`config.mk`:
```
export PLATFORM = sky130hd
export DESIGN_NAME = spi_cmd_slave_flat
export DESIGN_NICKNAME = d
export VERILOG_FILES = /design/src/rtl/spi_cmd_slave_if.sv /design/src/rtl/spi_cmd_slave.sv /design/src/flat_wrapper.sv
export SDC_FILE = /design/constraint.sdc
export NUM_CORES = 1
export LEC_CHECK = 0
export BUFFER_PORTS_ARGS = -buffer_cell sky130_fd_sc_hd__buf_2
export CAP_MARGIN = 10
export CORE_MARGIN = 3
export CORE_UTILIZATION = 45
export DETAILED_ROUTE_END_ITERATION = 8
export HOLD_SLACK_MARGIN = 0.08
export SYNTH_ARGS = -nofsm -noshare
export SYNTH_HDL_FRONTEND = slang
export SYNTH_SLANG_ARGS = --single-unit
```
`constraint.sdc`:
```
create_clock -name clk_50M -period 4.68 [get_ports clk_50M]
set_input_delay 0.702 -clock clk_50M [delete_from_list [all_inputs] [get_ports clk_50M]]
set_output_delay 0.702 -clock clk_50M [all_outputs]
set_load 0.01 [all_outputs]
```
`src/rtl/spi_cmd_slave_if.sv`:
```
// Bundles the SPI pad signals and the command/response side of spi_cmd_slave.
interface spi_cmd_slave_if #(
    parameter int unsigned LEN_SPI      = 32,
    parameter int unsigned SPI_CODE_LEN = 6,
    parameter int unsigned SPI_ADDR_LEN = 10,
    parameter int unsigned SPI_DATA_LEN = 16
);
    logic                    sck;
    logic                    mosi;
    logic                    cs_n;
    logic                    miso;
    logic [LEN_SPI-1:0]      rsp_data;
    logic                    rsp_valid;
    logic [SPI_CODE_LEN-1:0] cmd_code;
    logic [SPI_ADDR_LEN-1:0] cmd_addr;
    logic [SPI_DATA_LEN-1:0] cmd_data;
    logic                    cmd_valid;
    logic                    frame_err;

    modport slave (
        input  sck, mosi, cs_n, rsp_data, rsp_valid,
        output miso, cmd_code, cmd_addr, cmd_data, cmd_valid, frame_err
    );

    modport master (
        output sck, mosi, cs_n, rsp_data, rsp_valid,
        input  miso, cmd_code, cmd_addr, cmd_data, cmd_valid, frame_err
    );
endinterface

```
`src/rtl/spi_cmd_slave.sv`:
```
// SPI command responder: oversamples sck/mosi/cs_n in the clk_50M domain, decodes
// 32-bit LSB-first frames into code/addr/data and shifts a response word out on miso.
module spi_cmd_slave #(
    parameter int unsigned LEN_SPI      = 32,
    parameter int unsigned SPI_CODE_LEN = 6,
    parameter int unsigned SPI_ADDR_LEN = 10,
    parameter int unsigned SPI_DATA_LEN = 16
) (
    input  logic            clk_50M,
    input  logic            rst_n,
    spi_cmd_slave_if.slave  spi_if
);
    localparam int unsigned CntW = 6;
    localparam int unsigned IdxW = $clog2(LEN_SPI);
    localparam logic [CntW-1:0] CntFull = CntW'(LEN_SPI);
    localparam logic [CntW-1:0] CntOvf  = CntW'(LEN_SPI + 1);

    typedef enum logic [1:0] {StIdle, StShift, StDone} state_e;

    state_e state_q, state_d;

    // [0] metastability flop, [1] synchronized value, [2] delayed copy for edge detection
    logic [2:0] sck_q, cs_q;
    logic [1:0] mosi_q;

    logic [LEN_SPI-1:0]      rx_q, tx_q, rsp_hold_q;
    logic [CntW-1:0]         bit_cnt_q;
    logic                    seen_fall_q;
    logic                    miso_q, cmd_valid_q, frame_err_q;
    logic [SPI_CODE_LEN-1:0] cmd_code_q;
    logic [SPI_ADDR_LEN-1:0] cmd_addr_q;
    logic [SPI_DATA_LEN-1:0] cmd_data_q;

    logic sck_rise, sck_fall, cs_rise, cs_fall, mosi_s;
    logic frame_start, cmd_valid_d, frame_err_d;

    assign sck_rise = sck_q[1] & ~sck_q[2];
    assign sck_fall = ~sck_q[1] & sck_q[2];
    assign cs_rise  = cs_q[1] & ~cs_q[2];
    assign cs_fall  = ~cs_q[1] & cs_q[2];
    assign mosi_s   = mosi_q[1];

    // Synchronizers; cs_n clears to 0 so a select already low at reset release is no edge
    always_ff @(posedge clk_50M or negedge rst_n) begin
        if (!rst_n) begin
            sck_q  <= '0;
            cs_q   <= '0;
            mosi_q <= '0;
        end else begin
            sck_q  <= {sck_q[1:0], spi_if.sck};
            cs_q   <= {cs_q[1:0], spi_if.cs_n};
            mosi_q <= {mosi_q[0], spi_if.mosi};
        end
    end

    // Frame state register
    always_ff @(posedge clk_50M or negedge rst_n) begin
        if (!rst_n) begin
            state_q <= StIdle;
        end else begin
            state_q <= state_d;
        end
    end

    // Next-state and end-of-frame verdict
    always_comb begin
        state_d     = state_q;
        frame_start = 1'b0;
        cmd_valid_d = 1'b0;
        frame_err_d = 1'b0;
        unique case (state_q)
            StIdle: begin
                if (cs_fall) begin
                    state_d     = StShift;
                    frame_start = 1'b1;
                end
            end
            StShift: begin
                if (cs_rise) begin
                    state_d = StDone;
                end
            end
            StDone: begin
                state_d = StIdle;
                if (bit_cnt_q == CntFull) begin
                    cmd_valid_d = 1'b1;
                end else begin
                    frame_err_d = 1'b1;
                end
            end
            default: state_d = StIdle;
        endcase
    end

    // Receive/transmit shifters and bit counter (saturates at LEN_SPI+1 to flag overflow)
    always_ff @(posedge clk_50M or negedge rst_n) begin
        if (!rst_n) begin
            rx_q        <= '0;
            tx_q        <= '0;
            bit_cnt_q   <= '0;
            seen_fall_q <= 1'b0;
        end else if (frame_start) begin
            tx_q        <= rsp_hold_q;
            bit_cnt_q   <= '0;
            seen_fall_q <= 1'b0;
        end else if (state_q == StShift) begin
            if (sck_fall) begin
                if (bit_cnt_q < CntFull) begin
                    rx_q[bit_cnt_q[IdxW-1:0]] <= mosi_s;
                end
                if (bit_cnt_q != CntOvf) begin
                    bit_cnt_q <= bit_cnt_q + 1'b1;
                end
                seen_fall_q <= 1'b1;
            end
            // The rise before the first fall would otherwise discard bit 0
            if (sck_rise && seen_fall_q) begin
                tx_q <= tx_q >> 1;
            end
        end
    end

    // Response holding register; a strobe in the load cycle is kept for the next frame
    always_ff @(posedge clk_50M or negedge rst_n) begin
        if (!rst_n) begin
            rsp_hold_q <= '0;
        end else if (spi_if.rsp_valid) begin
            rsp_hold_q <= spi_if.rsp_data;
        end else if (frame_start) begin
            rsp_hold_q <= '0;
        end
    end

    // Registered outputs
    always_ff @(posedge clk_50M or negedge rst_n) begin
        if (!rst_n) begin
            miso_q      <= 1'b0;
            cmd_valid_q <= 1'b0;
            frame_err_q <= 1'b0;
            cmd_code_q  <= '0;
            cmd_addr_q  <= '0;
            cmd_data_q  <= '0;
        end else begin
            miso_q      <= (state_q == StShift) ? tx_q[0] : 1'b0;
            cmd_valid_q <= cmd_valid_d;
            frame_err_q <= frame_err_d;
            if (cmd_valid_d) begin
                cmd_code_q <= rx_q[LEN_SPI-1 -: SPI_CODE_LEN];
                cmd_addr_q <= rx_q[SPI_DATA_LEN +: SPI_ADDR_LEN];
                cmd_data_q <= rx_q[SPI_DATA_LEN-1:0];
            end
        end
    end

    assign spi_if.miso      = miso_q;
    assign spi_if.cmd_valid = cmd_valid_q;
    assign spi_if.frame_err = frame_err_q;
    assign spi_if.cmd_code  = cmd_code_q;
    assign spi_if.cmd_addr  = cmd_addr_q;
    assign spi_if.cmd_data  = cmd_data_q;

endmodule
```
`src/flat_wrapper.sv`:
```
// flat-port wrapper written by rule: the top's interface ports become plain ports
module spi_cmd_slave_flat 
#(
    parameter int unsigned LEN_SPI      = 32,
    parameter int unsigned SPI_CODE_LEN = 6,
    parameter int unsigned SPI_ADDR_LEN = 10,
    parameter int unsigned SPI_DATA_LEN = 16
)
  (clk_50M, rst_n, spi_if_sck, spi_if_mosi, spi_if_cs_n, spi_if_rsp_data, spi_if_rsp_valid, spi_if_miso, spi_if_cmd_code, spi_if_cmd_addr, spi_if_cmd_data, spi_if_cmd_valid, spi_if_frame_err);
  spi_cmd_slave_if #(.LEN_SPI(LEN_SPI), .SPI_CODE_LEN(SPI_CODE_LEN), .SPI_ADDR_LEN(SPI_ADDR_LEN), .SPI_DATA_LEN(SPI_DATA_LEN)) spi_if_i ();
  input  logic clk_50M;
  input  logic rst_n;
  input wire logic [$bits(spi_if_i.sck)-1:0] spi_if_sck;
  input wire logic [$bits(spi_if_i.mosi)-1:0] spi_if_mosi;
  input wire logic [$bits(spi_if_i.cs_n)-1:0] spi_if_cs_n;
  input wire logic [$bits(spi_if_i.rsp_data)-1:0] spi_if_rsp_data;
  input wire logic [$bits(spi_if_i.rsp_valid)-1:0] spi_if_rsp_valid;
  output wire logic [$bits(spi_if_i.miso)-1:0] spi_if_miso;
  output wire logic [$bits(spi_if_i.cmd_code)-1:0] spi_if_cmd_code;
  output wire logic [$bits(spi_if_i.cmd_addr)-1:0] spi_if_cmd_addr;
  output wire logic [$bits(spi_if_i.cmd_data)-1:0] spi_if_cmd_data;
  output wire logic [$bits(spi_if_i.cmd_valid)-1:0] spi_if_cmd_valid;
  output wire logic [$bits(spi_if_i.frame_err)-1:0] spi_if_frame_err;
  assign spi_if_i.sck = spi_if_sck;
  assign spi_if_i.mosi = spi_if_mosi;
  assign spi_if_i.cs_n = spi_if_cs_n;
  assign spi_if_i.rsp_data = spi_if_rsp_data;
  assign spi_if_i.rsp_valid = spi_if_rsp_valid;
  assign spi_if_miso = spi_if_i.miso;
  assign spi_if_cmd_code = spi_if_i.cmd_code;
  assign spi_if_cmd_addr = spi_if_i.cmd_addr;
  assign spi_if_cmd_data = spi_if_i.cmd_data;
  assign spi_if_cmd_valid = spi_if_i.cmd_valid;
  assign spi_if_frame_err = spi_if_i.frame_err;
  spi_cmd_slave #(.LEN_SPI(LEN_SPI), .SPI_CODE_LEN(SPI_CODE_LEN), .SPI_ADDR_LEN(SPI_ADDR_LEN), .SPI_DATA_LEN(SPI_DATA_LEN)) u_core (.clk_50M(clk_50M), .rst_n(rst_n), .spi_if(spi_if_i));
endmodule
```
Word level (Yosys, flattened, before mapping) --
Index checks and enable logic that the tools add are counted.
Word-level totals: logic and storage cells 72, input bits 38, output and inout bits 35, bits in registers 148
Cells by class: add/sub/neg operators 1, $lt $le $gt $ge 3, reductions and logical operators 13, muxes and demuxes 25, bitwise logic cells 9, eq/ne operators 6
Operator list (count):
- 2-to-1 mux 32 bit | 5
- bitwise mux 32 bit | 1
- 2-to-1 mux 6 bit | 4
- 2-to-1 mux 1 bit | 11
- nonzero test 2 bit | 5
- adder 6 x 1 -> 6 bit, second input constant | 1
- equality test 6 bit, second input constant | 1
- less-than comparator 5 x 6 -> 1 bit, second input constant | 1
- less-than comparator 6 bit, second input constant | 1
- != test 6 bit, second input constant | 1
- AND reduction 2 bit | 3
- demux 1 bit (select 5 bit) | 1
- >= comparator 5 x 1 -> 1 bit, second input constant | 1
- inverter 1 bit | 5
- bitwise AND 1 bit | 4
- 2-to-1 mux 2 bit | 2
- != test 2 x 1 -> 1 bit, second input constant | 2
- case mux 2 bit (2 select lines) | 1
- AND reduction 4 bit | 1
- AND reduction 3 bit | 1
- equality test 2 x 1 -> 1 bit, second input constant | 1
- equality test 2 bit, second input constant | 1
- logical AND 1 bit | 2
- logical NOT 2 bit | 1

Logic depth before layout (Yosys ltp) --
depth after elaboration 6, gate-level depth with buffers 6

Worst setup path before layout --
No wires, ideal clock.
path type reg2reg, start reg u_core.bit_cnt_q[2], end reg u_core.cmd_addr_q[0], in the netlist u_core.spi_if.cmd_addr[0], library setup time 125 ps, data arrival time 1531 ps, required time 4555 ps, path slack 3024 ps, cell stages (with the launch flop) 7, cell sequence dfrtp_1 -> nor3_4 -> and4_1 -> nand2b_1 -> buf_6 -> buf_6 -> mux2_4
Between the ends: cells in the longest elaborated chain, start to end 3
RTL lines:
- from (decl) | line spi_cmd_slave.sv:27 | logic [CntW-1:0] bit_cnt_q;
- from (signal assigned) | line spi_cmd_slave.sv:112 | bit_cnt_q <= bit_cnt_q + 1'b1;
- equality test 6 bit | line spi_cmd_slave.sv:85 | if (bit_cnt_q == CntFull) begin
- 2-to-1 mux 1 bit | line spi_cmd_slave.sv:85
- 2-to-1 mux 1 bit | line spi_cmd_slave.sv:71 | unique case (state_q)
- to (signal assigned) | line spi_cmd_slave.sv:149 | cmd_addr_q <= rx_q[SPI_DATA_LEN +: SPI_ADDR_LEN];
- to (decl) | line spi_cmd_slave.sv:31 | logic [SPI_ADDR_LEN-1:0] cmd_addr_q;
Every way passes these cells. A chain may end at the register's enable or synchronous reset.

Final worst setup path --
start reg u_core.bit_cnt_q[2], end reg u_core.cmd_code_q[2], in the netlist u_core.spi_if.cmd_code[2]
Between the ends: cells in the longest elaborated chain, start to end 3
RTL lines:
- equality test 6 bit | line spi_cmd_slave.sv:85
- 2-to-1 mux 1 bit | line spi_cmd_slave.sv:85
- 2-to-1 mux 1 bit | line spi_cmd_slave.sv:71
- to (signal assigned) | line spi_cmd_slave.sv:148 | cmd_code_q <= rx_q[LEN_SPI-1 -: SPI_CODE_LEN];
- to (decl) | line spi_cmd_slave.sv:30 | logic [SPI_CODE_LEN-1:0] cmd_code_q;
Every way passes these cells.

==> results.ini <==
[yosys]
yosysWarnings = 0
synth_nets = 570
synth.cell_area_sq_um = 6281
synth_cell_types = 36
syn_area_per_cell_sq_um = 11.90
yosysSeqAreaShare_pct = 58.96
synth_seq_cells = 148
synth_cells = 528

[final_layout]
layout_commonest_cell = dfrtp_1
register_area_sq_um = 3704
final_util_pct = 54.17
drive_above_1_share_pct = 23.26
finalInstanceArea_sq_um = 7287
fillers = 1202
final_nets = 631
syn2layout_area_growth_pct = 16.02
num_antenna_cells = 0
layout_common_cells = dfrtp_1, nand2_1, buf_2, o21ai_1, mux2_1
multi_input_area_sq_um = 2411

[sta]
fin_crit_ns = 2.451
relSlewSlack_pct = 25.39
tns_ns = 0
drv_slew = 0
fin_ws_ns = 2.229
fin_skew_ns = 0.005675
worst_pin_slew_ns = 1.116
hold_viol = 0
min_period_over_period_pct = 52.36
rsz0062_at_grt = no
finalSetupViolCount = 0
max_freq_mhz = 408.1

[critical_path]
reg2reg_to = u_core.spi_if.cmd_code[2]
worst_ep_required_time_ns = 4.97
worstSetupStartpointType = register
crit_type = register to register
reg2regPathDepth = 4
rrSetupSlack_ns = 2.23
worstPathArrival_ns = 2.74
worstReg2RegStart = u_core.bit_cnt_q[2]
critPathMaxFanout = 32
worstSetupEndpointType = register

[clock_tree]
clkSlewWorstSetupHoldPaths_ns = 0.06
cts_max_level = 4
cts_buffers = 17
insertion_delay_ns = 0.41
cts_sinks = 148
post_cts_buffers = 0
ctsHoldBuffers = 0
clock_path_buffers = 2
cts_root_buffer = clkbuf_16
cts_tree = done
ctsResizeCount = 0

[global_route]
grt_pass1_wl_mm = 19.17
track_usage_pct = 16.06
grt_max_degree = 122
grt_overflow = 0
antenna_found_initial = 0
grt_pass1_vias = 3960

[min_path]
min_to = u_core.mosi_q[1]
hold_path_class = register to register
hold_start = u_core.mosi_q[0]
worstHoldPathCells = 0

[floorplanning]
core_area_sq_um = 13450
initial_core_util_pct = 46.69
std_cell_rows = 42
die_h_um = 124.1
ios = 73
die_area_sq_um = 15410
fp.dieW_um = 124.1

[route]
antenna_left = 0
vias = 3870
wl_met3_um = 389
via_per_inst = 4.974
wl_per_cell_um = 14.00
wl_met1_mm = 5.059
drtIter0Drc = 210
wirelength_mm = 10.89
highest_layer = met4
drc = 0
wl_met2_mm = 5.278
drtPass1Iterations = 4

[placed_design]
port_buffers = 72
pre_cts_ws_ns = 2.217
gp_congestion = 0.7710
placed_cell_area_sq_um = 6731
dp_hpwl_mm = 7.031

[run_status]
status = finished, final reports clean

[pwr]
p_per_area_nw_per_um2 = 425.8
cellLeakagePower_uw = 0.003603
vdd_drop_max_mv = 0.3154

[run]
cap_viol_max_count = 0

kinds of logic (layout without fill, tap and decap cells):
logic type                 Yosys count  in the layout  share of synthesized area [%]
and+or+nand+nor                    171            171                          12.83
DFF                                148            148                          58.96
muxes                               96             96                          18.37
AOI/OAI and AO/OA                   74             74                          6.096
buffers and inverters               35            109                          2.948
adders and majority gates            4              4                         0.7968
Yosys cell counts:
library cell / instances / area share (%)
dfrtp_1: 148 / 59
nand2_1: 136 / 8.1
o21ai_1: 57 / 4.5
mux2_1: 34 / 6.1
mux2i_1: 32 / 5.1
mux2_4: 30 / 7.2
clkbuf_1: 19 / 1.1
o21ai_0: 10 / 0.80
nor2_1: 6 / 0.36
buf_6: 5 / 0.90
buf_2: 4 / 0.32
ha_1: 4 / 0.80
nand3_1: 4 / 0.32
nor3b_4: 4 / 1.2
a21oi_1: 3 / 0.24
and3b_1: 3 / 0.42
buf_4: 3 / 0.36
nor3b_1: 3 / 0.36
and3_1: 2 / 0.20
buf_1: 2 / 0.12
inv_1: 2 / 0.12
nand2b_1: 2 / 0.20
or3_1: 2 / 0.20
a311o_1: 1 / 0.16
a31o_1: 1 / 0.14
a31oi_1: 1 / 0.10
and4_1: 1 / 0.14
nand4b_1: 1 / 0.14
nand4bb_1: 1 / 0.18
nor3_1: 1 / 0.080
nor3_4: 1 / 0.26
nor4_1: 1 / 0.10
nor4b_2: 1 / 0.24
nor4bb_1: 1 / 0.16
o31ai_1: 1 / 0.12
or4b_1: 1 / 0.16
routing by layer:
metal | vias to the layer above | track usage (%)
li1 | 1918 | -
met1 | 1866 | 20.45
met2 | 70 | 25.91
met3 | 16 | 4.496
met4 | 0 | 6.571
met5 | - | 0
worst max path at each step:
stage | from | endpoint | slack, ns
floorplan | u_core.bit_cnt_q[2] | u_core.spi_if.cmd_addr[0] | 3.02
global placement | u_core.bit_cnt_q[2] | u_core.spi_if.cmd_code[1] | 2.31
detailed placement | u_core.bit_cnt_q[2] | u_core.spi_if.cmd_code[1] | 2.22
CTS | u_core.bit_cnt_q[2] | u_core.spi_if.cmd_code[1] | 2.21
global route | u_core.bit_cnt_q[2] | u_core.spi_if.cmd_code[1] | 2.07
finish | u_core.bit_cnt_q[2] | u_core.spi_if.cmd_code[2] | 2.23
power by group:
| part | switching [uW] | internal, uW | total (uW) |
|---|---|---|---|
| combinational | 165 | 142 | 308 |
| clock | 476 | 775 | 1250 |
| sequential | 104 | 1440 | 1550 |
| total | 745 | 2360 | 3100 |
state kept, by name (all words and copies together) (netlist names):
name	flops
u_core.cs_q	3
u_core.spi_if.frame_err	1
u_core.spi_if.cmd_data	16
u_core.seen_fall_q	1
u_core.tx_q	32
u_core.spi_if.cmd_addr	10
u_core.rx_q	32
u_core.rsp_hold_q	32
u_core.sck_q	3
u_core.state_q	2
u_core.spi_if.miso	1
u_core.spi_if.cmd_valid	1
u_core.spi_if.cmd_code	6
u_core.mosi_q	2
u_core.bit_cnt_q	6
critical path, cell delays in order (launching register included):
cell and delay (ns):
dfrtp_1 0.51, nor3_4 0.37, and4_1 0.28, nand2b_2 0.57, mux2_1 0.56
final cells by class:
cell class	instances	area share [%]
timing repair buffer	75	5.340
clock inverter	3	0.2060
inverter	2	0.1030
tap	176	3.022
multi-input combinational	345	33.09
sequential	148	50.82
clock buffer	29	7.418
per-stage QoR:
step / total power (uW) / hold WS [ns] / instances
2_1_floorplan: 1768 / 0.3312 / 528
3_5_place_dp: 1884 / 0.3395 / 746
5_1_grt: 3272 / 0.3552 / 778
6_report: 3103 / 0.3484 / 778
4_1_cts: 3149 / 0.3527 / 778
3_3_place_gp: 1864 / 0.3353 / 746
No activity file was read; power rests on OpenSTA's default activity.
